**config.mk**
```make
export PLATFORM = sky130hd
export DESIGN_NAME = nnz_insp_pipe_flat
export DESIGN_NICKNAME = d
export VERILOG_FILES = /design/src/rtl/nnz_insp_pipe_if.sv /design/src/rtl/nnz_insp_pipe.sv /design/src/flat_wrapper.sv
export SDC_FILE = /design/constraint.sdc
export NUM_CORES = 1
export LEC_CHECK = 0
export CORE_MARGIN = 5
export CORE_UTILIZATION = 25
export DETAILED_ROUTE_END_ITERATION = 8
export HOLD_SLACK_MARGIN = 0.06
export MAX_ROUTING_LAYER = met4
export SLEW_MARGIN = 30
export SYNTH_ARGS = -nofsm -noshare
export SYNTH_HDL_FRONTEND = slang
export SYNTH_SLANG_ARGS = --single-unit
```
**constraint.sdc**
```tcl
create_clock -name clk -period 9.79 [get_ports clk]
set_input_delay 0.979 -clock clk [delete_from_list [all_inputs] [get_ports clk]]
set_output_delay 0.979 -clock clk [all_outputs]
set_load 0.01 [all_outputs]
```
**src/rtl/nnz_insp_pipe_if.sv**
```systemverilog
// Purpose: bundles the beat-in / beat-out handshake and statistics of nnz_insp_pipe.
// Latency: none; this file only declares wires.
// Backpressure: out_ready -> in_ready stall-all handshake carried on these signals.
interface nnz_insp_pipe_if #(
    parameter int DATA_W = 32,
    parameter int LANES  = 4,
    parameter int CNT_W  = 16
);
    logic                      in_valid;
    logic                      in_ready;
    logic [LANES*DATA_W-1:0]   offset1;
    logic [LANES*DATA_W-1:0]   offset2;
    logic [LANES*2-1:0]        in_prediction;
    logic                      out_valid;
    logic                      out_ready;
    logic [LANES*2-1:0]        out_prediction;
    logic [LANES-1:0]          out_lane_valid;
    logic                      flush;
    logic [2:0]                flush_lane;
    logic [CNT_W-1:0]          flush_count;
    logic [CNT_W-1:0]          squash_count;

    // Producer/consumer side of the block (drives beats in, accepts beats out).
    modport master (
        output in_valid, offset1, offset2, in_prediction, out_ready,
        input  in_ready, out_valid, out_prediction, out_lane_valid,
               flush, flush_lane, flush_count, squash_count
    );

    // The inspection pipeline itself.
    modport slave (
        input  in_valid, offset1, offset2, in_prediction, out_ready,
        output in_ready, out_valid, out_prediction, out_lane_valid,
               flush, flush_lane, flush_count, squash_count
    );
endinterface

```
**src/rtl/nnz_insp_pipe.sv**
```systemverilog
// Purpose: resolves per-lane sparse-index merge outcomes, flags the first mispredicted lane, squashes wrong-path beats.
// Latency: 2 cycles from input acceptance to out_valid (S1 capture, S2 output).
// Backpressure: stall-all; in_ready = !out_valid || out_ready, both stages hold while stalled.
module nnz_insp_pipe #(
    parameter int DATA_W = 32,
    parameter int LANES  = 4,
    parameter int CNT_W  = 16
) (
    input  logic         clk,
    input  logic         rst,
    nnz_insp_pipe_if.slave bus
);
    localparam logic [CNT_W-1:0] CNT_MAX = {CNT_W{1'b1}};
    localparam logic [CNT_W-1:0] CNT_ONE = {{(CNT_W-1){1'b0}}, 1'b1};

    logic                    en;
    logic                    s1_valid;
    logic [LANES*DATA_W-1:0] s1_off1;
    logic [LANES*DATA_W-1:0] s1_off2;
    logic [LANES*2-1:0]      s1_pred;

    logic [LANES*2-1:0]      res_pred;
    logic [LANES-1:0]        mispred;
    logic                    any_mis;
    logic [2:0]              first_lane;
    logic [LANES-1:0]        lane_mask;
    logic                    moving_flush;

    assign en          = !bus.out_valid || bus.out_ready;
    assign bus.in_ready = en;

    // A mispredicting beat leaving S1 this edge makes whatever is entering S1 wrong-path.
    assign moving_flush = en && s1_valid && any_mis;

    // Resolve every lane from its offset pair and compare against the prediction.
    always_comb begin
        res_pred = '0;
        mispred  = '0;
        for (int i = 0; i < LANES; i++) begin
            if (s1_off1[i*DATA_W +: DATA_W] == s1_off2[i*DATA_W +: DATA_W]) begin
                res_pred[i*2 +: 2] = 2'b00;
            end else if (s1_off1[i*DATA_W +: DATA_W] < s1_off2[i*DATA_W +: DATA_W]) begin
                res_pred[i*2 +: 2] = 2'b01;
            end else begin
                res_pred[i*2 +: 2] = 2'b10;
            end
            // Resolved outcome is never 11, so a reserved prediction always mismatches.
            mispred[i] = (s1_pred[i*2 +: 2] != res_pred[i*2 +: 2]);
        end
    end

    // Find the lowest mispredicting lane and keep lanes up to and including it.
    always_comb begin
        any_mis    = |mispred;
        first_lane = '0;
        lane_mask  = '0;
        for (int i = LANES - 1; i >= 0; i--) begin
            if (mispred[i]) begin
                first_lane = 3'(i);
            end
        end
        for (int i = 0; i < LANES; i++) begin
            lane_mask[i] = !any_mis || (3'(i) <= first_lane);
        end
    end

    // S1: capture the accepted beat, dropping it if it is on the wrong path.
    always_ff @(posedge clk or posedge rst) begin
        if (rst) begin
            s1_valid <= 1'b0;
            s1_off1  <= '0;
            s1_off2  <= '0;
            s1_pred  <= '0;
        end else if (en) begin
            s1_valid <= bus.in_valid && !(s1_valid && any_mis);
            if (bus.in_valid) begin
                s1_off1 <= bus.offset1;
                s1_off2 <= bus.offset2;
                s1_pred <= bus.in_prediction;
            end
        end
    end

    // S2: load the resolved beat (or a bubble) when the pipe advances.
    always_ff @(posedge clk or posedge rst) begin
        if (rst) begin
            bus.out_valid      <= 1'b0;
            bus.out_prediction <= '0;
            bus.out_lane_valid <= '0;
            bus.flush          <= 1'b0;
            bus.flush_lane     <= '0;
        end else if (en) begin
            bus.out_valid      <= s1_valid;
            bus.out_prediction <= s1_valid ? res_pred : '0;
            bus.out_lane_valid <= s1_valid ? lane_mask : '0;
            bus.flush          <= s1_valid && any_mis;
            bus.flush_lane     <= (s1_valid && any_mis) ? first_lane : 3'd0;
        end
    end

    // Saturating statistics: one flush per flushing S2 load, one squash per discarded input.
    always_ff @(posedge clk or posedge rst) begin
        if (rst) begin
            bus.flush_count  <= '0;
            bus.squash_count <= '0;
        end else begin
            if (moving_flush && bus.flush_count != CNT_MAX) begin
                bus.flush_count <= bus.flush_count + CNT_ONE;
            end
            if (moving_flush && bus.in_valid && bus.squash_count != CNT_MAX) begin
                bus.squash_count <= bus.squash_count + CNT_ONE;
            end
        end
    end
endmodule

```
**src/flat_wrapper.sv**
```systemverilog
// flat-port wrapper written by rule: the top's interface ports become plain ports
module nnz_insp_pipe_flat 
#(
    parameter int DATA_W = 32,
    parameter int LANES  = 4,
    parameter int CNT_W  = 16
)
  (clk, rst, bus_in_valid, bus_offset1, bus_offset2, bus_in_prediction, bus_out_ready, bus_in_ready, bus_out_valid, bus_out_prediction, bus_out_lane_valid, bus_flush, bus_flush_lane, bus_flush_count, bus_squash_count);
  nnz_insp_pipe_if #(.DATA_W(DATA_W), .LANES(LANES), .CNT_W(CNT_W)) bus_i ();
  input  logic clk;
  input  logic rst;
  input wire logic [$bits(bus_i.in_valid)-1:0] bus_in_valid;
  input wire logic [$bits(bus_i.offset1)-1:0] bus_offset1;
  input wire logic [$bits(bus_i.offset2)-1:0] bus_offset2;
  input wire logic [$bits(bus_i.in_prediction)-1:0] bus_in_prediction;
  input wire logic [$bits(bus_i.out_ready)-1:0] bus_out_ready;
  output wire logic [$bits(bus_i.in_ready)-1:0] bus_in_ready;
  output wire logic [$bits(bus_i.out_valid)-1:0] bus_out_valid;
  output wire logic [$bits(bus_i.out_prediction)-1:0] bus_out_prediction;
  output wire logic [$bits(bus_i.out_lane_valid)-1:0] bus_out_lane_valid;
  output wire logic [$bits(bus_i.flush)-1:0] bus_flush;
  output wire logic [$bits(bus_i.flush_lane)-1:0] bus_flush_lane;
  output wire logic [$bits(bus_i.flush_count)-1:0] bus_flush_count;
  output wire logic [$bits(bus_i.squash_count)-1:0] bus_squash_count;
  assign bus_i.in_valid = bus_in_valid;
  assign bus_i.offset1 = bus_offset1;
  assign bus_i.offset2 = bus_offset2;
  assign bus_i.in_prediction = bus_in_prediction;
  assign bus_i.out_ready = bus_out_ready;
  assign bus_in_ready = bus_i.in_ready;
  assign bus_out_valid = bus_i.out_valid;
  assign bus_out_prediction = bus_i.out_prediction;
  assign bus_out_lane_valid = bus_i.out_lane_valid;
  assign bus_flush = bus_i.flush;
  assign bus_flush_lane = bus_i.flush_lane;
  assign bus_flush_count = bus_i.flush_count;
  assign bus_squash_count = bus_i.squash_count;
  nnz_insp_pipe #(.DATA_W(DATA_W), .LANES(LANES), .CNT_W(CNT_W)) u_core (.clk(clk), .rst(rst), .bus(bus_i));
endmodule
```
Word level (Yosys, flattened, before mapping)
Index checks and enable logic that the tools add are counted.

Flip-flop bits (word level): 314. Word-level logic and storage cells: 63.

Add/sub/neg operators: 2. Equality and inequality tests: 10. Magnitude comparators: 8. Multiplexer cells: 15. Reductions and logical operators: 17.

Operators with widths (count): 32-bit equality test (4); 32-bit less-than comparator (4); 16-bit by 1-bit adder with 16-bit output, second input constant (2); 16-bit inequality test, second input constant (2); 2-bit two-way mux (13); 8-bit two-way mux (1); 2-bit inequality test (4); 1-bit logical AND (7); 1-bit logical OR (5); 1-bit by 2-bit <= comparator with 1-bit output, first input constant (2); 2-bit <= comparator, first input constant (2); 4-bit two-way mux (1); 4-bit OR reduction (1); 1-bit logical NOT (3); 2-bit AND reduction (1).

Longest topological paths before layout
Depth after elaboration: 11. Gate-level depth with buffers: 12. Mapped depth without buffers: 11.

Least setup slack after synthesis
OpenSTA, ideal clock, no wires.

Kind: input -> register. Start point: input bus_out_ready. End point: register u_core.s1_off1[10]. Library setup time: 65 ps. Slack: 6965 ps. Path buffers: 4. Cell stages on the path: 9. Arrival: 2760 ps. Path through: nor2b_1 clkbuf_1 clkinv_1 nand2_1 clkbuf_1 clkbuf_1 buf_1 nand2_1 nand2_1.

Longest elaborated chain between the ends: 2.

RTL lines: from (decl) (line flat_wrapper.sv:16) `input wire logic [$bits(bus_i.out_ready)-1:0] bus_out_ready;`; 1-bit logical OR (line nnz_insp_pipe.sv:29) `assign en = !bus.out_valid || bus.out_ready;`; via bus_in_ready (line flat_wrapper.sv:17) `output wire logic [$bits(bus_i.in_ready)-1:0] bus_in_ready;`; 2-bit AND reduction (no line); to (signal assigned) (line nnz_insp_pipe.sv:77) `s1_off1 <= bus.offset1;`; to (decl) (line nnz_insp_pipe.sv:18) `logic [LANES*DATA_W-1:0] s1_off1;`.

The timed path passes the listed nets, and every way through them passes these cells. A chain may end at the register's enable or synchronous reset.

Final worst setup path
Start point: input bus_out_ready. End point: output bus_in_ready.

Longest elaborated chain between the ends: 1.

RTL lines (line): 1-bit logical OR (nnz_insp_pipe.sv:29); to (decl) (flat_wrapper.sv:17).

No other way between the ends.

==> flow_summary.toml <==
[setup_path]
path_cells = "clkdlybuf4s50_1 > nor2b_2 > clkinv_1 > clkdlybuf4s50_1"
r2r_cells = 10
crit_fanout = 19
worst_ep_arrival_time_ps = 3300
critical_path_class = "primary input to output pin"
regToRegSetupSlack_ps = 6050
critPathTopFamily = "buffers and inverters"
reg2reg_from = "u_core.s1_off1[110]"
endpoint_kind = "output pin"
required_ps = 8810
cp_slowest_stage_delay_ps = 680
cp_slowest_cell = "nor2b_2"
path_common_cell = "clkdlybuf4s50_1"
path_buf_inv = 3
setup.worst_path.start_class = "primary input"
reg2reg_to = "u_core.bus.squash_count[1]"

[grt]
grt_max_degree = 107
grtUsageTotal_pct = 13.2
grt_pass1_wl_microns = 69300
grt-ovfl-total = 0
grt_pass1_vias = 13000
antenna_found_initial = 7

[pwr]
p_sw_share_pct = 31.5
p_leak_nw = 9.81
p_seq_share_pct = 39.1
p_clk_share_pct = 34.2
power.internal_w = 0.00298
combPwrFrac_pct = 26.8
peakVddDrop_v = 0.0000916
powerDensity_nw_per_um2 = 212
p_sw_w = 0.00137

[synthesis]
synth.distinct_cells = 59
syn-num-nets = 2083
synth_top_family_by_area = "simple AND/OR/NAND/NOR gates"
synth_area_leaders = "dfrtp_1, nand2_1, ha_1"
synth_top_area_cell = "dfrtp_1"
syn_inst = 1685
ys_seq_area_share_pct = 51.4
synth_area_sq_um = 15200
synth_compound_area_share_pct = 9.03
synth_commonest_cells = "nand2_1, dfrtp_1, o21ai_0"
synthXorXnorAreaFrac_pct = 1.73
synth_simple_gate_area_share_pct = 21.7
ys.flop_type = "dfrtp_1"
synth-edff-count = 0
syn_area_per_cell_sq_um = 9.02
yosysMostFrequentCell = "nand2_1"
yosysWarnings = 0
yosysTopAreaCellShare_pct = 51.4
synth.mux.area_fraction_pct = 0.173
ys_ff_latch = 312
synth-adder-area-share_pct = 10.7
synthArstFlopShare_pct = 100

[sta]
finalMaxSlewViolations = 0
finalWorstSetupSlack_ps = 5520
fin_crit_ps = 4270
relSlewSlack_pct = 40.1
fmax_mhz = 234
final-hold-violation-count = 0
worst_slew_pin_slew_ps = 899
rsz0062_at_grt = "no"
setup_viol = 0
setup_tns_ps = 0
min_period_over_period_pct = 43.7
finClkSkew_ps = 10.7

[clock_tree]
cts_hold_buf = 0
cts_tree = "built"
numCtsBuffers = 40
clock_latency_ps = 540
root_buffer = "clkbuf_16"
cts_buffer_depth = 3
clkTransAtPathRegs_ps = 60
htreeDepth = 2
cts_setup_buffers = 0
cts-resized-gates = 0
clock_sinks = 312

[detailed_routing]
drc = 0
antenna_left = 0
vias_per_cell = 4.39
vias = 12300
drtPass1Iterations = 5
post_drt_wl_per_cell_microns = 15.4
wl_microns = 43000
drt_iter0_markers = 539

[floorplan]
die_area_sq_um = 65800
start_util_pct = 25.2
core_area_sq_um = 60200
rows = 90
die_x_microns = 257
dieHeight_microns = 257
io_pins = 318

[cells_and_area]
fin_util_pct = 34.0
drive_above_1_share_pct = 4.68
syn2layout_area_growth_pct = 34.9
nNetsFinal = 2379
fillers = 6103

[hold_path]
hold_path_depth = 2
hold_start = "u_core.s1_off1[98]"
min_to = "u_core.s1_off1[98]"
holdCritPathClass = "register to register"

[run_status]
outcome = "complete, no violations"

[placed_design]
place_congestion = 0.812
hpwl_microns = 32100
io_buffers = 316
dp_slack_ps = 5030

[run]
cap_violations = 0
layer usage:
metal	global-route usage [%]	part of all wire [%]	vias up
li1	-	-	6132
met1	17.0	45	5829
met2	20.8	46	258
met3	3.78	6.3	61
met4	3.22	2.2	0
met5	-	0	-
cell usage in the layout, fill, tap and decap left out, drive strengths merged, types with 5 or more instances in the layout:
master,synthesis,final
a21o,9,9
a21oi,49,49
a22o,5,5
and3,21,21
and4,5,5
buf,14,8
clkbuf,56,54
clkdlybuf4s50,0,316
clkinv,1,11
dfrtp,312,312
diode,0,8
ha,130,130
inv,136,136
nand2,587,587
nand3,34,34
nand3b,5,5
nand4,36,36
nor2,22,22
nor3,9,9
nor4,12,12
o21ai,152,152
o31ai,5,5
xnor2,20,20
xor2,10,10
final cells by class:
class                      instances  area [sq um]  area share, %
timing repair buffer             324          3250           15.8
clock buffer                      54          1130           5.54
multi-input combinational       1166          6610           32.2
antenna                            8          20.0         0.0977
inverter                         137           522           2.55
sequential                       312          7810           38.1
clock inverter                    15           181          0.885
tap                              782           978           4.77
how the worst max path moves through the flow:
stage | from | end | slack (ps) | cells past startpoint
2_1_floorplan | rst | u_core.bus.flush | 180 | 1
3_3_place_gp | bus_out_ready | u_core.bus.squash_count[12] | 5170 | 8
3_5_place_dp | bus_out_ready | u_core.bus.squash_count[12] | 5030 | 8
4_1_cts | bus_out_ready | bus_in_ready | 5510 | 4
5_1_grt | bus_out_ready | bus_in_ready | 5320 | 4
6_report | bus_out_ready | bus_in_ready | 5520 | 4
logic make-up (layout without fill, tap and decap cells):
logic type	after synthesis	in the layout
compound gates	245	245
xor+xnor	30	30
flops	312	312
buf+inv	207	530
fa+ha+maj	130	130
simple gates	758	758
mux	2	2
other cells	1	9
per-stage QoR:
stage / hold WS, ps / cells / cell area (sq um) / total power [W]
6_report: 477 / 2798 / 20500 / 0.00434
5_1_grt: 498 / 2797 / 20500 / 0.00466
4_1_cts: 482 / 2789 / 20400 / 0.00442
3_5_place_dp: 469 / 2720 / 19100 / 0.00290
3_3_place_gp: 462 / 2720 / 19100 / 0.00285
2_1_floorplan: 450 / 1685 / 15200 / 0.00243
state kept, by name, summed over array words and instances, names as in the netlist:
name	cells
u_core.bus.flush_count	16
u_core.bus.flush	1
u_core.s1_pred	8
u_core.s1_valid	1
u_core.s1_off1	128
u_core.bus.out_lane_valid	4
u_core.bus.flush_lane	2
u_core.bus.out_prediction	8
u_core.s1_off2	128
u_core.bus.squash_count	16
tightest hold or removal path: stages (launching register included):
cell and delay, ps:
dfrtp_1 340, nand2_1 50, nand2_1 50
power groups by stage:
stage	registers, W	logic [W]	clock network, W
floorplan	0.00169	0.000737	0
global placement	0.00171	0.00114	0
detailed placement	0.00172	0.00118	0
CTS	0.00170	0.00118	0.00154
global route	0.00173	0.00135	0.00158
finish	0.00170	0.00116	0.00149
No activity file was read; power rests on OpenSTA's default activity.
